===== src/rtl/fir_pkg.sv =====
// Shared definitions for the FIR stream front end: FSM state encoding and default widths.
package fir_pkg;

    typedef enum logic [1:0] {
        IDLE  = 2'd0,
        RUN   = 2'd1,
        DRAIN = 2'd2
    } state_t;

    localparam int DEF_DATA_WIDTH = 32;
    localparam int DEF_FIFO_DEPTH = 4;
    localparam int DEF_CNT_WIDTH  = 10;

endpackage


===== src/rtl/axis_sync_fifo.sv =====
// Small first-word-fall-through FIFO: storage, wrap pointers with an extra lap bit, full/empty flags.
module axis_sync_fifo #(
    parameter int pWIDTH = 33,
    parameter int pDEPTH = 4
) (
    input  logic              clk,
    input  logic              rst,
    input  logic              i_push,
    input  logic [pWIDTH-1:0] i_wdata,
    input  logic              i_pop,
    output logic [pWIDTH-1:0] o_rdata,
    output logic              o_full,
    output logic              o_empty
);

    localparam int AW = $clog2(pDEPTH);

    logic [pWIDTH-1:0] r_mem [pDEPTH];
    logic [AW:0]       r_wptr;
    logic [AW:0]       r_rptr;
    logic              w_do_push;
    logic              w_do_pop;

    assign w_do_push = i_push & ~o_full;
    assign w_do_pop  = i_pop  & ~o_empty;

    // Same index but different lap bit means the writer is a full lap ahead.
    assign o_empty = (r_wptr == r_rptr);
    assign o_full  = (r_wptr[AW] != r_rptr[AW]) && (r_wptr[AW-1:0] == r_rptr[AW-1:0]);
    assign o_rdata = r_mem[r_rptr[AW-1:0]];

    always_ff @(posedge clk) begin
        if (w_do_push) begin
            r_mem[r_wptr[AW-1:0]] <= i_wdata;
        end
    end

    always_ff @(posedge clk or posedge rst) begin
        if (rst) begin
            r_wptr <= '0;
            r_rptr <= '0;
        end else begin
            if (w_do_push) r_wptr <= r_wptr + 1'b1;
            if (w_do_pop)  r_rptr <= r_rptr + 1'b1;
        end
    end

endmodule


===== src/rtl/axis_in_buf.sv =====
// AXI-Stream input buffer feeding the FIR dataflow; frame FSM IDLE/RUN/DRAIN around a small FIFO.
// Beat counter data_cnt is built only when AXIS_IN_BUF_CNT_EN is defined; otherwise it reads 0.
module axis_in_buf
    import fir_pkg::*;
#(
    parameter int pDATA_WIDTH = DEF_DATA_WIDTH,
    parameter int pFIFO_DEPTH = DEF_FIFO_DEPTH,
    parameter int pCNT_WIDTH  = DEF_CNT_WIDTH
) (
    input  logic                   clk,
    input  logic                   rst,
    input  logic                   tvalid,
    input  logic [pDATA_WIDTH-1:0] tdata,
    input  logic                   tlast,
    output logic                   tready,
    output logic [pDATA_WIDTH-1:0] strm_data,
    output logic                   strm_valid,
    output logic                   strm_last,
    input  logic                   fir_ready,
    input  logic                   ap_start,
    output logic                   axis_finish,
    output logic [pCNT_WIDTH-1:0]  data_cnt
);

    state_t                 r_state;
    state_t                 w_state_next;
    logic                   r_finish;
    logic                   w_full;
    logic                   w_empty;
    logic                   w_push;
    logic                   w_pop;
    logic                   w_last_pop;
    logic [pDATA_WIDTH:0]   w_head;

    axis_sync_fifo #(
        .pWIDTH (pDATA_WIDTH + 1),
        .pDEPTH (pFIFO_DEPTH)
    ) u_fifo (
        .clk     (clk),
        .rst     (rst),
        .i_push  (w_push),
        .i_wdata ({tlast, tdata}),
        .i_pop   (w_pop),
        .o_rdata (w_head),
        .o_full  (w_full),
        .o_empty (w_empty)
    );

    // Full blocks acceptance even when the head is leaving this cycle.
    assign tready     = (r_state == RUN) & ~w_full;
    assign w_push     = tvalid & tready;
    assign w_pop      = ~w_empty & fir_ready;
    assign w_last_pop = w_pop & w_head[pDATA_WIDTH] & (r_state == DRAIN);

    assign strm_valid  = ~w_empty;
    assign strm_last   = ~w_empty & w_head[pDATA_WIDTH];
    assign strm_data   = w_empty ? '0 : w_head[pDATA_WIDTH-1:0];
    assign axis_finish = r_finish;

    always_ff @(posedge clk or posedge rst) begin
        if (rst) begin
            r_state  <= IDLE;
            r_finish <= 1'b0;
        end else begin
            r_state  <= w_state_next;
            r_finish <= w_last_pop;
        end
    end

    always_comb begin
        w_state_next = r_state;
        case (r_state)
            IDLE:    if (ap_start)          w_state_next = RUN;
            RUN:     if (w_push && tlast)   w_state_next = DRAIN;
            DRAIN:   if (w_last_pop)        w_state_next = IDLE;
            default:                        w_state_next = IDLE;
        endcase
    end

`ifdef AXIS_IN_BUF_CNT_EN
    logic [pCNT_WIDTH-1:0] r_cnt;

    always_ff @(posedge clk or posedge rst) begin
        if (rst) begin
            r_cnt <= '0;
        end else if (r_state == IDLE && ap_start) begin
            r_cnt <= '0;
        end else if (w_push && r_cnt != '1) begin
            r_cnt <= r_cnt + 1'b1;
        end
    end

    assign data_cnt = r_cnt;
`else
    assign data_cnt = '0;
`endif

endmodule


===== config.mk =====
export PLATFORM = sky130hd
export DESIGN_NAME = axis_in_buf
export DESIGN_NICKNAME = d
export VERILOG_FILES = /design/src/rtl/fir_pkg.sv /design/src/rtl/axis_sync_fifo.sv /design/src/rtl/axis_in_buf.sv
export SDC_FILE = /design/constraint.sdc
export NUM_CORES = 1
export LEC_CHECK = 0
export BUFFER_PORTS_ARGS = -buffer_cell sky130_fd_sc_hd__buf_2
export CAP_MARGIN = 10
export CELL_PAD_IN_SITES_DETAIL_PLACEMENT = 1
export CELL_PAD_IN_SITES_GLOBAL_PLACEMENT = 2
export CORE_MARGIN = 4
export CORE_UTILIZATION = 43
export DETAILED_ROUTE_END_ITERATION = 10
export PLACE_DENSITY_LB_ADDON = 0.1
export SLEW_MARGIN = 10
export SYNTH_ARGS = -nofsm -noshare
export SYNTH_HDL_FRONTEND = slang
export SYNTH_SLANG_ARGS = --single-unit

===== constraint.sdc =====
create_clock -name clk -period 2.8 [get_ports clk]
set_input_delay 0 -clock clk [delete_from_list [all_inputs] [get_ports clk]]
set_output_delay 0 -clock clk [all_outputs]
set_load 0.1 [all_outputs]

==> results.tsv, run 1 <==
metric	value	unit
Netlist cell types	31	
Startpoint Class	register	
status	finished clean	
post-CTS sizing	0	
CP peak stage delay	0.61	ns
routed wire length per instance	19.6	um
non-filler cells, final	580	
dpl cells	510	
critical path launch point	u_fifo.r_rptr[0]$_DFFE_PP0P_	
Nets	440	
CTS tree	built	
clock skew	0.00459	ns
final hold vios	0	
Cell Area, Synth	5660	sq um
vias per cell	5.01	
Top delay family on crit path	buffers and inverters	
Seq/Total Area, Yosys	0.740	
Stages on worst setup path	4	
slowest stage cell, crit path	mux4_2	
row cnt	41	
crit end category	output pin	
DRC errors left	0	
DR pass1 iterations	4	
Post-Syn Instances	270	
Setup TNS	0	ns
final non-filler cell area	7160	sq um
CP arrival	2.48	ns
CTS sink cnt	141	
Slew HR	0.525	
largest net degree at the start of global routing	36	
CP Capture Point	strm_data[1]	
Antenna Nets Post-Route	0	
Final Setup Violations	0	
via count	2905	
worst hold margin	0.116	ns
minimum clock period	2.48	ns
diode count	0	
clock tree buffer depth	2	
core box area	12800	sq um
worst slew pin tran	0.713	ns
RSZ-0062 raised after global routing	false	
Area Overhead vs Synth	26.5	%
GRT overflow	0	
max cap viols	0	
Post-Place Cell Area	6250	sq um
Achievable Freq	404	MHz
mean post-synth cell area	21.0	sq um
RR Endpoint	u_fifo.r_mem[2][31]$_DFFE_PP_	
CTS H-tree lvls	4	
share of layout cells above drive strength 1	0.385	
max-slew violation count	0	
Horiz. Die Dim	123	um
HPWL Detailed	6710	um
IO Port Bufs	73	
Clk Latency, worst-skew pair	0.41	ns
root buf cell	clkbuf_16	
R2R Setup Slk	0.56	ns
crit share post-route	0.884	
Yosys reg bits	141	
worst-case reg-to-reg path depth	4	
DR iter-0 viols	123	
crit-path cells	buf_4, mux4_2, nor2b_1, buf_2	
Hold/Removal Path Class	primary input to asynchronous set/reset pin	
drt total wl	11300	um
CP max FO	35	
all-layer global routing usage	0.164	
Initial Utilization	0.443	
Req. time, crit path	2.80	ns
initial antenna violation count	0	
I/O pin total	84	
reg2reg start	u_fifo.r_wptr[1]$_DFFE_PP0P_	
routability cong.	0.697	
Die ar.	15100	sq um
first-pass GRT wire length	17900	um
crit path kind	register to output pin	
clock slew seen by the registers of the worst setup and hold paths	0.06	ns
WP buf/inv	2	
total CTS buffers	17	
Die H	123	um
vias in the first global route	3278	
Syn. warnings	0	
layer usage:
metal,GRT usage,routed length [um],vias to the layer above
met2,0.266,5710,79
met5,0,0,-
met4,0.0693,203,0
met3,0.0433,568,19
li1,-,-,1310
met1,0.210,4860,1497
area by class of cell:
type / count / area [sq um]
Fill cell: 1160 / 5620
Timing Repair Buffer: 120 / 861
Tap cell: 172 / 215
Multi-Input combinational cell: 112 / 1360
Clock buffer: 20 / 437
Clock inverter: 10 / 76.3
Sequential cell: 141 / 4190
Inverter: 5 / 18.8
logic make-up after synthesis:
logic type | synth area share
flip-flops | 0.740
XOR/XNOR | 0.0155
multiplexers | 0.136
AND/OR/NAND/NOR | 0.0517
buffers and inverters | 0.0279
adder cells (fa/ha/maj) | 0.0111
AO/OA/AOI/OAI | 0.0172
other | 0.000662
stage by stage:
stage / util / setup WS [ns]
2_1_floorplan: - / 0.303
3_3_place_gp: 0.489 / 0.536
3_5_place_dp: 0.489 / 0.522
4_1_cts: 0.559 / 0.0627
5_1_grt: 0.560 / 0.159
6_report: 0.560 / 0.324
flip-flops by register name, summed over array words and instances, names as in the netlist:
name	count
u_fifo.r_mem	132
u_fifo.r_rptr	3
u_fifo.r_wptr	3
r_state	2
axis_finish	1
worst reg2reg max path, stage by stage (launching register included):
cell,delay (ns)
dfrtp_1,0.47
xor2_2,0.43
o311a_4,0.30
and2_2,0.47
buf_12,0.24
cell usage in the layout, fill, tap and decap left out, types with 2 or more instances in the layout:
| cell | n |
|---|---|
| buf_4 | 6 |
| clkbuf_1 | 3 |
| xnor2_1 | 4 |
| buf_2 | 73 |
| dfrtp_1 | 7 |
| buf_12 | 4 |
| clkinv_2 | 7 |
| o311ai_1 | 2 |
| dlygate4sd3_1 | 37 |
| conb_1 | 10 |
| nor2_1 | 2 |
| and2_2 | 4 |
| mux4_2 | 33 |
| nor2b_1 | 35 |
| inv_1 | 5 |
| edfxtp_1 | 132 |
| ha_1 | 5 |
| clkbuf_16 | 17 |
| dfrtp_2 | 2 |
worst min path at each step:
stage | slack, ns | from | depth (start not counted) | end
after CTS | 0.10 | rst | 3 | u_fifo.r_wptr[2]$_DFFE_PP0P_
after global placement | 0.0005 | rst | 2 | u_fifo.r_wptr[2]$_DFFE_PP0P_
final | 0.12 | rst | 3 | u_fifo.r_wptr[2]$_DFFE_PP0P_
after detailed placement | 0.003 | rst | 2 | u_fifo.r_wptr[2]$_DFFE_PP0P_
after floorplan | -0.17 | rst | 1 | axis_finish$_DFF_PP0_
after global routing | 0.14 | rst | 3 | u_fifo.r_wptr[2]$_DFFE_PP0P_
what timing repair did:
action	CTS	global route
hold buffers	37	0
buffers inserted	0	3
endpoints found under the hold margin	148	0
endpoints found under the setup margin	0	11
cells in the mapped netlist:
cell | n | area [sq um]
xnor2_1 | 4 | 35.0
mux4_2 | 33 | 743
xor2_2 | 1 | 16.3
a31oi_1 | 1 | 6.26
buf_2 | 3 | 15.0
a22o_1 | 1 | 8.76
o31ai_2 | 1 | 12.5
clkbuf_1 | 3 | 11.3
ha_1 | 5 | 62.6
o311ai_0 | 1 | 8.76
nand2_1 | 1 | 3.75
nor4_1 | 1 | 6.26
nor2b_1 | 35 | 219
nor3_2 | 1 | 10.0
o311ai_1 | 2 | 17.5
a211oi_2 | 1 | 12.5
buf_4 | 15 | 113
dfrtp_1 | 9 | 225
conb_1 | 1 | 3.75
mux2_1 | 1 | 11.3
nor2_1 | 2 | 7.51
o31a_2 | 1 | 10.0
edfxtp_1 | 132 | 3960
inv_1 | 5 | 18.8
o311a_4 | 1 | 21.3
xor2_4 | 1 | 27.5
or3b_1 | 1 | 8.76
and2_1 | 4 | 25.0
mux2_4 | 1 | 15.0
xor2_1 | 1 | 8.76
and4bb_2 | 1 | 12.5
Power of run 1 is left out: the tool's default activity adds up to more than one toggle a clock period on the data nets, which glitch-free logic cannot reach.
==> run 2: changes to the inputs <==
--- a/config.mk
+++ b/config.mk
@@ -13,6 +13,7 @@
 export CORE_UTILIZATION = 43
 export DETAILED_ROUTE_END_ITERATION = 10
 export PLACE_DENSITY_LB_ADDON = 0.1
+export RECOVER_POWER = 50
 export SLEW_MARGIN = 10
 export SYNTH_ARGS = -nofsm -noshare
 export SYNTH_HDL_FRONTEND = slang
==> results.tsv, run 2 (synthesized netlist as in run 1, its figures left out) <==
metric	value	unit
clock skew	0.00760	ns
most frequent cells in the layout	edfxtp_1 (132), clkbuf_1 (38), buf_2 (38)	
CP max FO	35	
Horiz. Die Dim	123	um
Antenna Nets Post-Route	0	
clock slew seen by the registers of the worst setup and hold paths	0.06	ns
reg2reg start	u_fifo.r_wptr[1]$_DFFE_PP0P_	
Nets	440	
CP arrival	2.48	ns
core box area	12800	sq um
all-layer global routing usage	0.164	
CP peak stage delay	0.62	ns
crit share post-route	0.887	
vias in the first global route	3278	
vias per cell	4.99	
DR pass1 iterations	4	
RR Endpoint	u_fifo.r_mem[1][19]$_DFFE_PP_	
RSZ-0062 raised after global routing	false	
routability cong.	0.697	
CTS sink cnt	141	
max cap viols	0	
Hold/Removal Path Class	primary input to asynchronous set/reset pin	
initial antenna violation count	0	
routed wire length per instance	19.5	um
first-pass GRT wire length	17900	um
Clk Latency, worst-skew pair	0.41	ns
worst slew pin tran	1.17	ns
Die ar.	15100	sq um
DR iter-0 viols	129	
Req. time, crit path	2.80	ns
R2R Setup Slk	0.40	ns
CTS tree	built	
total CTS buffers	17	
Reg area	4190	sq um
Setup TNS	0	ns
dpl cells	510	
status	finished clean	
HPWL Detailed	6710	um
root buf cell	clkbuf_16	
Achievable Freq	403	MHz
Top delay family on crit path	buffers and inverters	
Die H	123	um
minimum clock period	2.48	ns
final hold vios	0	
non-filler cells, final	580	
diode count	0	
max-slew violation count	0	
slowest stage cell, crit path	mux4_2	
Final Setup Violations	0	
CTS H-tree lvls	4	
clock tree buffer depth	2	
crit-path cells	buf_4, mux4_2, nor2b_1, buf_2	
crit end category	output pin	
share of layout cells above drive strength 1	0.294	
via count	2896	
FILL cells	1178	
WP buf/inv	2	
IO Port Bufs	73	
row cnt	41	
largest net degree at the start of global routing	36	
worst-case reg-to-reg path depth	4	
drt total wl	11300	um
GRT overflow	0	
DRC errors left	0	
Slew HR	0.220	
post-CTS sizing	0	
Area Overhead vs Synth	25.2	%
crit path kind	register to output pin	
I/O pin total	84	
Initial Utilization	0.443	
Startpoint Class	register	
multi-input logic area	1340	sq um
most common cell after layout, fill and taps aside	edfxtp_1	
max reg flops	132	
run 2: worst max path at each step:
stage                     depth (start not counted)  slack (ns)                            end                    startpoint
final                                             4        0.32                      strm_last  u_fifo.r_rptr[0]$_DFFE_PP0P_
after global routing                              4        0.16                      strm_last  u_fifo.r_rptr[0]$_DFFE_PP0P_
after CTS                                         5        0.06                   strm_data[5]  u_fifo.r_wptr[0]$_DFFE_PP0P_
after detailed placement                          5        0.52                   strm_data[5]  u_fifo.r_wptr[0]$_DFFE_PP0P_
after global placement                            4        0.54  u_fifo.r_mem[2][26]$_DFFE_PP_  u_fifo.r_wptr[1]$_DFFE_PP0P_
after floorplan                                   5        0.30                  strm_data[10]  u_fifo.r_rptr[1]$_DFFE_PP0P_
run 2: stage by stage:
step / hold WS (ns) / worst slack [ns] / util / instance area, sq um
after floorplan: -0.172 / 0.303 / - / 5690
after global placement: 0.000464 / 0.536 / 0.489 / 6250
after detailed placement: 0.00300 / 0.522 / 0.489 / 6250
after CTS: 0.105 / 0.0627 / 0.559 / 7140
after global routing: 0.143 / 0.159 / 0.555 / 7090
final: 0.111 / 0.317 / 0.555 / 7090
run 2: layer usage:
layer	vias to the layer above	GRT usage	wire [um]
met2	79	0.266	5650
met3	16	0.0433	519
met4	0	0.0693	208
met1	1488	0.210	4950
li1	1313	-	-
met5	-	0	0
run 2: cell type report:
cell class                 instances  share of cell area
clock buffer                      20              0.0616
multi-input combinational        112               0.190
sequential                       141               0.591
tap                              172              0.0304
inverter                           5             0.00265
timing repair buffer             120               0.114
clock inverter                    10              0.0108
run 2: worst register-to-register path: stages, from the launching register on:
cell	delay [ns]
dfrtp_1	0.47
xor2_2	0.41
o311a_1	0.44
and2_2	0.21
clkbuf_4	0.49
run 2: timing repair:
action / in CTS / in global routing
hold buffers: 37 / 0
endpoints found under the setup margin: 0 / 11
hold endpoints to repair: 148 / 0
buffers inserted: 0 / 3
Power of run 2 is left out for the same reason.
==> run 3: changes to the inputs <==
--- a/config.mk
+++ b/config.mk
@@ -12,7 +12,7 @@
 export CORE_MARGIN = 4
 export CORE_UTILIZATION = 43
 export DETAILED_ROUTE_END_ITERATION = 10
-export PLACE_DENSITY_LB_ADDON = 0.1
+export PLACE_DENSITY = 0.85
 export RECOVER_POWER = 50
 export SLEW_MARGIN = 10
 export SYNTH_ARGS = -nofsm -noshare
==> results.tsv, run 3 (synthesized netlist as in run 1, its figures left out) <==
metric	value	unit
I/O pin total	84	
vias in the first global route	3263	
share of layout cells above drive strength 1	0.300	
all-layer global routing usage	0.170	
most common cell after layout, fill and taps aside	edfxtp_1	
Req. time, crit path	2.80	ns
routed wire length per instance	19.6	um
HPWL Detailed	6790	um
Hold/Removal Path Class	primary input to asynchronous set/reset pin	
total CTS buffers	17	
clock slew seen by the registers of the worst setup and hold paths	0.06	ns
Clk Latency, worst-skew pair	0.42	ns
RR Endpoint	u_fifo.r_mem[3][21]$_DFFE_PP_	
clock tree buffer depth	2	
Nets	437	
Achievable Freq	392	MHz
IO Port Bufs	73	
diode count	0	
vias per cell	4.99	
hold_buf cts	37	
Initial Utilization	0.443	
critical path launch point	u_fifo.r_rptr[0]$_DFFE_PP0P_	
Setup TNS	0	ns
reg2reg start	u_fifo.r_wptr[1]$_DFFE_PP0P_	
drt total wl	11400	um
DRC errors left	0	
most frequent cells in the layout	edfxtp_1 (132), buf_2 (38), dlygate4sd3_1 (37)	
crit end category	output pin	
GRT overflow	0	
CTS tree	built	
CTS sink cnt	141	
worst-case reg-to-reg path depth	4	
CTS H-tree lvls	4	
RSZ-0062 raised after global routing	false	
Setup Fix Bufs, Post-CTS	0	
clock skew	0.0148	ns
Final Util	0.558	
Final Setup Violations	0	
FILL cells	1171	
final hold vios	0	
CP Capture Point	strm_data[4]	
final non-filler cell area	7120	sq um
DR iter-0 viols	155	
Post-Place Cell Area	6240	sq um
post-CTS sizing	0	
first-pass GRT wire length	18500	um
Slew HR	0.221	
crit path kind	register to output pin	
multi-input logic area	1340	sq um
root buf cell	clkbuf_16	
max cap viols	0	
largest net degree at the start of global routing	36	
Die H	123	um
Reg area	4190	sq um
core box area	12800	sq um
initial antenna violation count	0	
routability cong.	0.688	
row cnt	41	
crit share post-route	0.910	
max-slew violation count	0	
Area Overhead vs Synth	25.8	%
Antenna Nets Post-Route	0	
max reg flops	132	
minimum clock period	2.55	ns
CP arrival	2.55	ns
DR pass1 iterations	6	
via count	2892	
CP max FO	35	
Horiz. Die Dim	123	um
status	finished clean	
R2R Setup Slk	0.32	ns
Startpoint Class	register	
worst slew pin tran	1.17	ns
Die ar.	15100	sq um
-- run 3: cell types whose count changed in the layout (fill, tap and decap cells not counted), moves of 2 or more --
cell and change:
clkinvlp_4 +3, clkinv_2 -5, buf_4 -2, inv_6 +6, clkbuf_1 -3
-- run 3: final cells by class --
class                           count  area share
Clock inverter                     15      0.0227
Tap cell                          172      0.0302
Inverter                            5     0.00263
Sequential cell                   141       0.588
Multi-Input combinational cell    112       0.188
Clock buffer                       17      0.0597
Timing Repair Buffer              117       0.108
-- run 3: worst min-delay path by stage --
stage / from / endpoint / slack (ns) / cells after the start
after floorplan: rst / axis_finish$_DFF_PP0_ / -0.17 / 1
after global placement: rst / u_fifo.r_wptr[0]$_DFFE_PP0P_ / -0.01 / 2
after detailed placement: rst / u_fifo.r_wptr[1]$_DFFE_PP0P_ / -0.004 / 2
after CTS: rst / u_fifo.r_wptr[1]$_DFFE_PP0P_ / 0.1 / 3
after global routing: rst / u_fifo.r_rptr[1]$_DFFE_PP0P_ / 0.12 / 3
final: rst / u_fifo.r_wptr[1]$_DFFE_PP0P_ / 0.11 / 3
-- run 3: metal layers --
| metal | track usage | vias up | routed length, um |
|---|---|---|---|
| met4 | 0.0441 | 0 | 73 |
| met5 | 0 | - | 0 |
| met2 | 0.283 | 76 | 6030 |
| li1 | - | 1315 | - |
| met3 | 0.0562 | 7 | 538 |
| met1 | 0.216 | 1494 | 4730 |
-- run 3: critical path, cell delays in order (launching register included) --
cell,delay [ns]
dfrtp_1,0.43
buf_4,0.60
mux4_2,0.61
nor2b_1,0.15
buf_2,0.32
-- run 3: stage by stage --
step,worst slack [ns],std cells,hold slack [ns]
6_report,0.252,579,0.112
3_3_place_gp,0.580,510,-0.0108
4_1_cts,0.190,579,0.0987
5_1_grt,0.0505,579,0.119
2_1_floorplan,0.303,279,-0.172
3_5_place_dp,0.530,510,-0.00377
Power of run 3 is left out for the same reason.
